File: src/rtl/mem_wait_state_bridge_if.sv
// Core-side native memory port and model-side strobe port of the wait-state bridge.
// slave = bridge view, master = core/model view.
interface mem_wait_state_bridge_if;
  logic        mem_valid;
  logic        mem_instr;
  logic [31:0] mem_addr;
  logic [31:0] mem_wdata;
  logic [3:0]  mem_wstrb;
  logic        mem_ready;
  logic [31:0] mem_rdata;
  logic        mdl_la_read;
  logic        mdl_la_write;
  logic [31:0] mdl_la_addr;
  logic [31:0] mdl_la_wdata;
  logic [3:0]  mdl_la_wstrb;
  logic        mdl_instr;
  logic [31:0] mdl_rdata;

  modport slave (
    input  mem_valid, mem_instr, mem_addr,
    input  mem_wdata, mem_wstrb,
    output mem_ready, mem_rdata,
    output mdl_la_read, mdl_la_write,
    output mdl_la_addr, mdl_la_wdata,
    output mdl_la_wstrb, mdl_instr,
    input  mdl_rdata
  );

  modport master (
    output mem_valid, mem_instr, mem_addr,
    output mem_wdata, mem_wstrb,
    input  mem_ready, mem_rdata,
    input  mdl_la_read, mdl_la_write,
    input  mdl_la_addr, mdl_la_wdata,
    input  mdl_la_wstrb, mdl_instr,
    output mdl_rdata
  );
endinterface

File: src/rtl/mem_wait_state_bridge.sv
// picorv32 mem_valid/mem_ready to single-strobe memory model bridge with wait states.
// MEM_BRIDGE_RAND_WAIT_EN adds LFSR jitter (0..3) to the per-transaction wait count.
module mem_wait_state_bridge #(
  parameter int WAIT_W     = 4,
  parameter int RESET_WAIT = 2,
  parameter int CNT_W      = 16
) (
  input  logic              clk,
  input  logic              resetn,
  mem_wait_state_bridge_if.slave bus,
  input  logic [WAIT_W-1:0] cfg_wait,
  input  logic              cfg_load,
  output logic [CNT_W-1:0]  txn_count,
  output logic              err_valid_drop
);

  typedef enum logic [1:0] {
    S_IDLE,
    S_ISSUE,
    S_WAIT,
    S_RESP
  } state_t;

  state_t state, state_nx;

  logic [WAIT_W-1:0] wait_reg;
  logic [WAIT_W-1:0] cnt;
  logic [WAIT_W-1:0] cnt_load;
  logic              ready_q;
  logic [31:0]       rdata_q;
  logic              rd_q, wr_q;
  logic [31:0]       addr_q, wdata_q;
  logic [3:0]        wstrb_q;
  logic              instr_q;

  assign bus.mem_ready    = ready_q;
  assign bus.mem_rdata    = rdata_q;
  assign bus.mdl_la_read  = rd_q;
  assign bus.mdl_la_write = wr_q;
  assign bus.mdl_la_addr  = addr_q;
  assign bus.mdl_la_wdata = wdata_q;
  assign bus.mdl_la_wstrb = wstrb_q;
  assign bus.mdl_instr    = instr_q;

`ifdef MEM_BRIDGE_RAND_WAIT_EN
  logic [15:0]     lfsr;
  logic [WAIT_W:0] wsum;

  always_ff @(posedge clk or negedge resetn) begin
    if (!resetn) lfsr <= 16'hACE1;
    else lfsr <= {lfsr[14:0],
                  lfsr[15] ^ lfsr[13] ^ lfsr[12] ^ lfsr[10]};
  end

  // saturate rather than wrap so jitter never shortens the wait
  always_comb begin
    wsum     = {1'b0, wait_reg} + (WAIT_W+1)'(lfsr[1:0]);
    cnt_load = wsum[WAIT_W] ? '1 : wsum[WAIT_W-1:0];
  end
`else
  always_comb cnt_load = wait_reg;
`endif

  always_ff @(posedge clk or negedge resetn) begin
    if (!resetn) state <= S_IDLE;
    else state <= state_nx;
  end

  always_comb begin
    state_nx = state;
    unique case (state)
      S_IDLE:
        if (bus.mem_valid && !ready_q)
          state_nx = S_ISSUE;
      S_ISSUE: state_nx = S_WAIT;
      S_WAIT:
        if (cnt == '0) state_nx = S_RESP;
      S_RESP:  state_nx = S_IDLE;
      default: state_nx = S_IDLE;
    endcase
  end

  always_ff @(posedge clk or negedge resetn) begin
    if (!resetn) begin
      wait_reg       <= WAIT_W'(RESET_WAIT);
      cnt            <= '0;
      ready_q        <= 1'b0;
      rdata_q        <= '0;
      rd_q           <= 1'b0;
      wr_q           <= 1'b0;
      addr_q         <= '0;
      wdata_q        <= '0;
      wstrb_q        <= '0;
      instr_q        <= 1'b0;
      txn_count      <= '0;
      err_valid_drop <= 1'b0;
    end else begin
      rd_q    <= 1'b0;
      wr_q    <= 1'b0;
      ready_q <= 1'b0;
      if (cfg_load) wait_reg <= cfg_wait;
      unique case (state)
        S_IDLE:
          if (state_nx == S_ISSUE) begin
            addr_q  <= bus.mem_addr;
            wdata_q <= bus.mem_wdata;
            wstrb_q <= bus.mem_wstrb;
            instr_q <= bus.mem_instr;
            rd_q    <= (bus.mem_wstrb == 4'b0000);
            wr_q    <= (bus.mem_wstrb != 4'b0000);
          end
        S_ISSUE: begin
          cnt <= cnt_load;
          if (!bus.mem_valid) err_valid_drop <= 1'b1;
        end
        S_WAIT: begin
          if (!bus.mem_valid) err_valid_drop <= 1'b1;
          if (cnt != '0) begin
            cnt <= cnt - 1'b1;
          end else begin
            if (wstrb_q == 4'b0000) rdata_q <= bus.mdl_rdata;
            ready_q   <= 1'b1;
            txn_count <= txn_count + 1'b1;
          end
        end
        default: ;
      endcase
    end
  end

endmodule

File: src/flat_wrapper.sv
// flat-port wrapper written by rule: the top's interface ports become plain ports
module mem_wait_state_bridge_flat 
#(
  parameter int WAIT_W     = 4,
  parameter int RESET_WAIT = 2,
  parameter int CNT_W      = 16
)
  (clk, resetn, cfg_wait, cfg_load, txn_count, err_valid_drop, bus_mem_valid, bus_mem_instr, bus_mem_addr, bus_mem_wdata, bus_mem_wstrb, bus_mem_ready, bus_mem_rdata, bus_mdl_la_read, bus_mdl_la_write, bus_mdl_la_addr, bus_mdl_la_wdata, bus_mdl_la_wstrb, bus_mdl_instr, bus_mdl_rdata);
  mem_wait_state_bridge_if bus_i ();
  input  logic clk;
  input  logic resetn;
  input  logic [WAIT_W-1:0] cfg_wait;
  input  logic cfg_load;
  output logic [CNT_W-1:0] txn_count;
  output logic err_valid_drop;
  input wire logic [$bits(bus_i.mem_valid)-1:0] bus_mem_valid;
  input wire logic [$bits(bus_i.mem_instr)-1:0] bus_mem_instr;
  input wire logic [$bits(bus_i.mem_addr)-1:0] bus_mem_addr;
  input wire logic [$bits(bus_i.mem_wdata)-1:0] bus_mem_wdata;
  input wire logic [$bits(bus_i.mem_wstrb)-1:0] bus_mem_wstrb;
  output wire logic [$bits(bus_i.mem_ready)-1:0] bus_mem_ready;
  output wire logic [$bits(bus_i.mem_rdata)-1:0] bus_mem_rdata;
  output wire logic [$bits(bus_i.mdl_la_read)-1:0] bus_mdl_la_read;
  output wire logic [$bits(bus_i.mdl_la_write)-1:0] bus_mdl_la_write;
  output wire logic [$bits(bus_i.mdl_la_addr)-1:0] bus_mdl_la_addr;
  output wire logic [$bits(bus_i.mdl_la_wdata)-1:0] bus_mdl_la_wdata;
  output wire logic [$bits(bus_i.mdl_la_wstrb)-1:0] bus_mdl_la_wstrb;
  output wire logic [$bits(bus_i.mdl_instr)-1:0] bus_mdl_instr;
  input wire logic [$bits(bus_i.mdl_rdata)-1:0] bus_mdl_rdata;
  assign bus_i.mem_valid = bus_mem_valid;
  assign bus_i.mem_instr = bus_mem_instr;
  assign bus_i.mem_addr = bus_mem_addr;
  assign bus_i.mem_wdata = bus_mem_wdata;
  assign bus_i.mem_wstrb = bus_mem_wstrb;
  assign bus_mem_ready = bus_i.mem_ready;
  assign bus_mem_rdata = bus_i.mem_rdata;
  assign bus_mdl_la_read = bus_i.mdl_la_read;
  assign bus_mdl_la_write = bus_i.mdl_la_write;
  assign bus_mdl_la_addr = bus_i.mdl_la_addr;
  assign bus_mdl_la_wdata = bus_i.mdl_la_wdata;
  assign bus_mdl_la_wstrb = bus_i.mdl_la_wstrb;
  assign bus_mdl_instr = bus_i.mdl_instr;
  assign bus_i.mdl_rdata = bus_mdl_rdata;
  mem_wait_state_bridge #(.WAIT_W(WAIT_W), .RESET_WAIT(RESET_WAIT), .CNT_W(CNT_W)) u_core (.clk(clk), .resetn(resetn), .bus(bus_i), .cfg_wait(cfg_wait), .cfg_load(cfg_load), .txn_count(txn_count), .err_valid_drop(err_valid_drop));
endmodule
File: config.mk
export PLATFORM = sky130hd
export DESIGN_NAME = mem_wait_state_bridge_flat
export DESIGN_NICKNAME = d
export VERILOG_FILES = /design/src/rtl/mem_wait_state_bridge_if.sv /design/src/rtl/mem_wait_state_bridge.sv /design/src/flat_wrapper.sv
export SDC_FILE = /design/constraint.sdc
export NUM_CORES = 1
export LEC_CHECK = 0
export CAP_MARGIN = 30
export CORE_ASPECT_RATIO = 0.6
export CORE_MARGIN = 3
export CORE_UTILIZATION = 40
export CTS_CLUSTER_DIAMETER = 150
export CTS_CLUSTER_SIZE = 24
export DETAILED_ROUTE_END_ITERATION = 12
export GPL_ROUTABILITY_DRIVEN = 0
export PLACE_DENSITY = 0.83
export SLEW_MARGIN = 20
export SYNTH_ARGS = -nofsm -noshare
export SYNTH_HDL_FRONTEND = slang
export SYNTH_SLANG_ARGS = --single-unit
export TNS_END_PERCENT = 10
File: constraint.sdc
create_clock -name clk -period 2 [get_ports clk]
set_input_delay 0.6 -clock clk [delete_from_list [all_inputs] [get_ports clk]]
set_output_delay 0.6 -clock clk [all_outputs]
set_load 0.02 [all_outputs]
# Word-level counts from Yosys, hierarchy flattened

Index checks and enable logic that the tools add are counted.

Flip-flop bits (word level): 131
Bits in latches: 0
Bits in writable memories: 0
Memory bits (read-only): 0
Bits of input ports: 109
Output and inout bits: 121
Logic and storage cells: 48
Memories: 0

Add/subtract/negate cells: 2
$mul: 0
Divide/modulo/power cells: 0
Order comparisons: 0
Equal/unequal tests: 5
Shift-type cells: 0
Muxes and demuxes: 11
Bitwise gates (word level): 2
Reduce and logical (&&, ||, !) cells: 15

Operator list:

| operator                                               | count |
|---|---|
| adder 16 x 1 -> 16 bit (second input constant)         | 1 |
| logical NOT 4 bit                                      | 3 |
| one-hot mux 2 bit (4 select lines)                     | 1 |
| one-hot mux 4 bit (2 select lines)                     | 1 |
| AND reduction 2 bit                                    | 4 |
| nonzero test 4 bit                                     | 2 |
| 2-to-1 mux 1 bit                                       | 6 |
| == test 2 x 1 -> 1 bit (second input constant)         | 2 |
| == test 2 bit (second input constant)                  | 2 |
| 2-to-1 mux 2 bit                                       | 2 |
| 2-to-1 mux 4 bit                                       | 1 |
| subtractor 4 x 1 -> 4 bit (second input constant)      | 1 |
| AND reduction 3 bit                                    | 1 |
| logical NOT 2 bit                                      | 1 |
| inequality test 2 x 1 -> 1 bit (second input constant) | 1 |
| inverter 1 bit                                         | 2 |
| nonzero test 2 bit                                     | 1 |
| OR reduction 2 bit                                     | 1 |
| logical AND 1 bit                                      | 1 |
| logical NOT 1 bit                                      | 1 |

# Logic depth before layout (Yosys ltp)

Gate-level depths: netlist (run 1).

Depth in word-level cells: 7
Mapped depth: 8

# Least setup slack after synthesis (run 1)

OpenSTA, ideal clock, no wires.

Path kind: register to register
Start point: register u_core.cnt[0]
End point: register u_core.txn_count[6]
Setup time: 0.130 ns
Data arrival time: 1.495 ns
Required time: 1.870 ns
Path slack: 0.375 ns
Cell stages (with the launch flop): 9
Path buffers: 1
Period minus slack after synthesis: 1.625 ns
Path through: dfrtp_1 -> inv_1 -> ha_1 -> nand4bb_1 -> buf_4 -> clkinv_4 -> nand2_1 -> or3_4 -> xnor2_2

Word-level cells in the longest chain between the ends: 3

RTL lines:

| item                                 | RTL line                     | RTL |
|---|---|---|
| start: declaration                   | mem_wait_state_bridge.sv:27  | `logic [WAIT_W-1:0] cnt;` |
| start signal: assignment             | mem_wait_state_bridge.sv:113 | `cnt <= cnt_load;` |
| start signal: assignment             | mem_wait_state_bridge.sv:119 | `cnt <= cnt - 1'b1;` |
| nonzero test 4 bit                   | mem_wait_state_bridge.sv:118 | `if (cnt != '0) begin` |
| inverter 1 bit (no source line)      | n/a                          |  |
| AND reduction 2 bit (no source line) | n/a                          |  |
| end signal: assignment               | mem_wait_state_bridge.sv:123 | `txn_count <= txn_count + 1'b1;` |
| end: declaration                     | mem_wait_state_bridge.sv:13  | `output logic [CNT_W-1:0] txn_count,` |

Every way passes these cells.
A chain may end at the register's enable or synchronous reset.

# Worst setup path after layout (run 1)

Start point: register u_core.addr_q[1] (netlist: u_core.bus.mdl_la_addr[1])
End point: output bus_mdl_la_addr[1]

RTL lines:

| item                     | RTL line                     | RTL |
|---|---|---|
| start: declaration       | mem_wait_state_bridge.sv:32  | `logic [31:0] addr_q, wdata_q;` |
| start signal: assignment | mem_wait_state_bridge.sv:105 | `addr_q <= bus.mem_addr;` |
| end: declaration         | flat_wrapper.sv:25           | `output wire logic [$bits(bus_i.mdl_la_addr)-1:0] bus_mdl_la_addr;` |

No word-level cell between the ends.

==> run_results.csv, run 1 <==
group,metric,value,unit
sta,hold_violations,0,
yosys,synth_top_area_share,61.8,%
global_routing,antenna_found_initial,0,
worst_setup_path,endpoint_kind,"output pin",
sta,worst_slack,34.3,ps
worst_setup_path,r2r_end,"u_core.bus.mem_rdata[27]",
yosys,yosysSeqAreaShare,62.3,%
sta,slew_viol_final,0,
worst_setup_path,arrival,1370,ps
cells_and_area,layout_commonest_cell,"clkdlybuf4s50_1",
die,initial_core_util,42.3,%
global_routing,grt_max_degree,52,
worst_setup_path,worstPathMaxFanout,2,
die,ios,230,
detailed_routing,drc,0,
worst_setup_path,reg2reg_slack,210,ps
clock_tree,clockBufferDepth,2,
cells_and_area,final_util,69.1,%
global_routing,overflow,0,
die,dieArea,14600,sq um
detailed_routing,drt_iter0_markers,132,
worst_setup_path,cpMaxStageDelayCell,"clkdlybuf4s50_1",
die,die-height,94.9,um
placed_design,port_buffers,229,
cells_and_area,layout_common_cells,"140 x clkdlybuf4s50_1, 130 x dfrtp_1, 76 x mux2_2",
yosys,synth_area_per_cell,15.8,sq um
yosys,ys_types,40,
detailed_routing,wirelength,13500,um
die,die-width,154,um
pwr,total_power,14.1,mW
placed_design,hpwl,10200,um
sta,max_freq,509,MHz
detailed_routing,firstDrtPassIters,4,
yosys,yosys_most_used_dff,"dfrtp_1",
clock_tree,cts_buffers,17,
detailed_routing,wl_per_cell,17.8,um
sta,clock_skew,11.3,ps
clock_tree,clockRootBuffer,"clkbuf_16",
pwr,irDropWorstVdd,0.855,mV
sta,fin_crit_sh,98.3,%
yosys,ys_top_cells_by_area,"dfrtp_1 62%, mux2_2 16%, mux2_4 8.6%, xnor2_1 1.8%, ha_1 1.2%",
yosys,syn_nets,448,
worst_setup_path,critPathRequiredTime,1400,ps
die,core,12500,sq um
global_routing,grt_pass1_wl,21000,um
cells_and_area,num-nets-final,696,
die,rows,31,
sta,finalCriticalPeriod,1970,ps
yosys,async_reset_ff_share,100,%
cells_and_area,diodes,0,
detailed_routing,vias,3635,
sta,setup_viol,0,
cells_and_area,area_delta_synth_final,63.5,%
global_routing,grt_usage,18.3,%
detailed_routing,via_per_inst,4.79,
worst_setup_path,cp_slowest_stage_delay,630,ps
worst_setup_path,cp-start-kind,"register",
yosys,synth_edf_count,0,
clock_tree,numClockSinks,131,
outcome,status,"completed",
min_path,hold_class,"input port to async pin",
pwr,p_per_area,1640,nW/um^2
clock_tree,clkTransAtPathRegs,60,ps
yosys,synth.largest_area_cell,"dfrtp_1",
pwr,p_leak,4.43,nW
yosys,synthCells,334,
yosys,ys_ff_latch,131,
worst_setup_path,reg2reg_from,"u_core.cnt[0]",
cells_and_area,drive_above_1_share,27.1,%
global_routing,grt_pass1_vias,3941,
sta,relSlewSlack,64.9,%
worst_setup_path,crit_chain,"clkdlybuf4s50_1",
sta,tightest_slew,522,ps
worst_setup_path,critPathTopFamily,"buffers and inverters",
placed_design,dp_slack,-181,ps
clock_tree,clock_latency,400,ps
detailed_routing,detail-route-antenna-nets,0,
clock_tree,cts.htree.levels,4,
worst_setup_path,cp_num_buf_inv,1,
worst_setup_path,critical_path_class,"register to output pin",
yosys,yosysWarnings,0,
clock_tree,cts_tree,"built",
yosys,syn_area,5270,sq um
worst_setup_path,r2r_cells,7,
run,drv_cap,0,
-- final cells by class --
type	count	area, sq um
Multi-Input combinational cell	182	1890
Fill cell	840	3840
Clock buffer	19	453
Clock inverter	12	205
Sequential cell	131	3280
Timing Repair Buffer	242	2540
Tap cell	165	206
Inverter	8	35.0
-- flip-flops by register name, indices dropped and copies added (netlist names) --
signal / cells
u_core.bus.mdl_la_read: 1
u_core.bus.mem_rdata: 32
u_core.bus.mdl_la_write: 1
u_core.cnt_load: 4
u_core.err_valid_drop: 1
u_core.txn_count: 16
u_core.bus.mdl_la_wdata: 32
u_core.bus.mdl_la_wstrb: 4
u_core.bus.mdl_la_addr: 32
u_core.state: 2
u_core.bus.mem_ready: 1
u_core.bus.mdl_instr: 1
u_core.cnt: 4
-- repair_timing --
item	in CTS	in global routing
pin swaps	0	1
hold buffers	0	0
gates resized for setup	32	59
setup endpoints to repair	32	66
setup buffers	0	1
endpoints found under the hold margin	0	0
-- worst max-delay path by stage --
stage                                         start                          end  slack (ps)  cells after the start
after floorplan                       u_core.cnt[0]          u_core.txn_count[6]         380                      8
after global placement                bus_mem_valid  u_core.bus.mdl_la_wdata[19]        -140                      6
after detailed placement              bus_mem_valid  u_core.bus.mdl_la_wdata[26]        -180                      6
after CTS                 u_core.bus.mdl_la_addr[8]           bus_mdl_la_addr[8]           2                      1
after global routing        u_core.bus.mem_rdata[3]             bus_mem_rdata[3]         -10                      1
final                     u_core.bus.mdl_la_addr[1]           bus_mdl_la_addr[1]          30                      1
-- per-stage QoR --
stage                     hold slack (ps)  cells  cell area [sq um]  TNS [ps]
after floorplan                       304    334               5270         0
after global placement                451    727               7820     -8340
after detailed placement              448    727               7820     -9560
after CTS                             114    758               8440         0
after global routing                  124    759               8610     -13.0
final                                 122    759               8610         0
-- cell families (layout without fill, tap and decap cells) --
family | after synthesis | after routing | share of synthesized area [%]
xor gates and xnor gates | 16 | 16 | 2.80
AOI/OAI and AO/OA | 11 | 11 | 1.45
DFF | 131 | 131 | 62.3
buffers and inverters | 21 | 281 | 2.28
adders and majority gates | 5 | 5 | 1.19
muxes | 107 | 107 | 25.0
and+or+nand+nor | 43 | 43 | 5.01
-- worst reg2reg max path, delay by kind of cell (launching register included) --
kind / cells / cell delay (ps)
adder cells (fa/ha/maj): 1 / 250
buffers and inverters: 3 / 440
flip-flops: 1 / 400
AND/OR/NAND/NOR: 2 / 250
multiplexers: 1 / 320
-- layer usage --
layer	global-route usage (%)	vias to the layer above	part of all wire, %
met4	3.75	0	0.47
met3	8.61	7	10
met2	30.3	163	49
met1	22.1	1792	40
met5	0	-	0
li1	-	1673	-
-- cells in the mapped netlist, types with 2 or more instances --
master	count
a211oi_1	2
a21oi_1	4
and3_1	6
buf_2	8
buf_6	3
dfrtp_1	130
ha_1	5
inv_1	7
mux2_2	76
mux2_4	30
nand2_1	9
nand3_1	4
nand4_1	3
nor2_1	7
nor2b_1	2
xnor2_1	11
xor2_1	4
-- where the power goes --
part           switching [mW]  total (mW)  leakage [nW]  internal (mW)
clock                    1.11        3.39         0.315           2.28
sequential              0.666        4.51          1.58           3.84
combinational            2.89        6.23          2.53           3.34
total                    4.66        14.1          4.43           9.46
(Power assumes the default switching activity.)
==> run 2, diff against run 1 <==
- CORE_UTILIZATION: 40 -> 42
- PLACE_DENSITY: 0.83 -> 0.86
==> run 2 against run 1 <==
Count of clock-buffer cells in the layout fell by 1; flip-flop and latch count unchanged; combinational power fell by 1%; critical path type unchanged; critical endpoint is now bus_mdl_la_write; largest cell class unchanged.
==> run_results.csv, run 2 (synthesis gave the netlist of run 1 again) <==
group,metric,value,unit
outcome,status,"completed",
sta,slew_viol_final,0,
clock_tree,clockBufferDepth,2,
worst_setup_path,worstPathMaxFanout,1,
global_routing,antenna_found_initial,0,
die,rows,30,
worst_setup_path,crit_chain,"clkdlybuf4s50_1",
sta,clock_skew,8.36,ps
clock_tree,hold_buffers,0,
sta,tns,0,ps
worst_setup_path,endpoint_kind,"output pin",
worst_setup_path,cpMaxStageDelayCell,"clkdlybuf4s50_1",
die,ios,230,
cells_and_area,final_util,73.1,%
cells_and_area,seqCellArea,3280,sq um
detailed_routing,drc,0,
clock_tree,clockRootBuffer,"clkbuf_16",
detailed_routing,detail-route-antenna-nets,0,
sta,max_freq,508,MHz
worst_setup_path,r2r_end,"u_core.bus.mem_rdata[23]",
worst_setup_path,cp-start-kind,"register",
cells_and_area,final_area,8590,sq um
detailed_routing,firstDrtPassIters,4,
worst_setup_path,cp_slowest_stage_delay,650,ps
worst_setup_path,reg2reg_slack,190,ps
placed_design,dp_cells,721,
run,drv_cap,0,
detailed_routing,vias,3641,
placed_design,dp_slack,-214,ps
die,die-width,151,um
die,dieArea,14000,sq um
clock_tree,clkTransAtPathRegs,60,ps
detailed_routing,wirelength,14100,um
sta,fin_crit_sh,98.4,%
clock_tree,cts_tree,"built",
worst_setup_path,cp_num_buf_inv,1,
min_path,hold_class,"input port to async pin",
global_routing,grt_pass1_vias,3952,
placed_design,hpwl,10400,um
clock_tree,cts_buffers,17,
worst_setup_path,critPathRequiredTime,1400,ps
pwr,total_power,14.2,mW
sta,hold_violations,0,
sta,worst_slack,32.6,ps
global_routing,grt_usage,20.2,%
worst_setup_path,reg2reg_from,"u_core.state[0]",
pwr,p_per_area,1650,nW/um^2
pwr,irDropWorstVdd,0.982,mV
die,initial_core_util,44.8,%
sta,finalCriticalPeriod,1970,ps
cells_and_area,area_delta_synth_final,63.1,%
sta,tightest_slew,560,ps
clock_tree,post_cts_buffers,0,
worst_setup_path,crit_path_end,"bus_mdl_la_write",
global_routing,overflow,0,
clock_tree,cts.htree.levels,4,
die,core,11700,sq um
cells_and_area,diodes,0,
placed_design,placed_cell_area,7800,sq um
sta,setup_viol,0,
worst_setup_path,r2r_cells,7,
sta,relSlewSlack,62.6,%
cells_and_area,fill_cells,757,
clock_tree,numClockSinks,131,
cells_and_area,stdcell_count,752,
detailed_routing,drt_iter0_markers,94,
global_routing,grt_pass1_wl,21700,um
sta,timing.hold.ws,127,ps
worst_setup_path,arrival,1370,ps
cells_and_area,multi_input_area,1870,sq um
clock_tree,clock_latency,400,ps
die,die-height,92.7,um
cells_and_area,drive_above_1_share,26.4,%
detailed_routing,via_per_inst,4.84,
pwr,p_leak,4.52,nW
worst_setup_path,critical_path_class,"register to output pin",
worst_setup_path,critPathLaunch,"u_core.bus.mdl_la_write",
worst_setup_path,critPathTopFamily,"buffers and inverters",
placed_design,port_buffers,229,
detailed_routing,wl_per_cell,18.8,um
worst_setup_path,path_depth,1,
cells_and_area,layout_common_cells,"130 x dfrtp_1, 127 x clkdlybuf4s50_1, 76 x mux2_2",
global_routing,grt_max_degree,55,
sta,grt_setup_unrepaired,"false",
cells_and_area,num-nets-final,694,
cells_and_area,layout_commonest_cell,"dfrtp_1",
==> run 2: timing repair <==
| action | 4_1_cts | 5_1_grt |
|---|---|---|
| hold endpoints to repair | 0 | 0 |
| cloned | 0 | 0 |
| endpoints found under the setup margin | 36 | 70 |
| gates resized for setup | 36 | 66 |
| pin swaps | 0 | 1 |
==> run 2: where the power goes <==
group	switching [mW]	internal, mW
combinational	2.90	3.27
clock	1.16	2.34
sequential	0.655	3.84
==> run 2: layout make-up <==
cell class | count | area share (%)
Tap cell | 160 | 2.33
Clock inverter | 13 | 2.71
Clock buffer | 18 | 5.00
Inverter | 8 | 0.408
Multi-Input combinational cell | 182 | 21.8
Sequential cell | 131 | 38.2
Timing Repair Buffer | 240 | 29.6
==> run 2: metal layers <==
| metal | track usage [%] | vias up | wire length [um] |
|---|---|---|---|
| met5 | 0 | - | 0 |
| met4 | 7.00 | 0 | 268 |
| met3 | 8.51 | 21 | 1340 |
| met2 | 33.2 | 152 | 6870 |
| met1 | 23.9 | 1808 | 5650 |
| li1 | - | 1660 | - |
==> run 2: worst min-delay path by stage <==
stage | from | endpoint | depth (start not counted) | slack [ps]
after detailed placement | u_core.err_valid_drop | u_core.err_valid_drop | 1 | 460
after global placement | u_core.err_valid_drop | u_core.err_valid_drop | 1 | 440
after floorplan | resetn | u_core.bus.mdl_instr | 0 | 300
after CTS | resetn | u_core.bus.mem_rdata[6] | 1 | 120
after global routing | resetn | u_core.bus.mem_rdata[6] | 1 | 140
final | resetn | u_core.bus.mem_rdata[5] | 1 | 130
==> run 2: worst register-to-register path: stages, from the launching register on <==
cell and delay, ps:
dfrtp_1 370, inv_1 90, ha_1 220, nand4bb_1 190, clkinv_4 120, nand2_4 90, buf_4 260, mux2_4 340
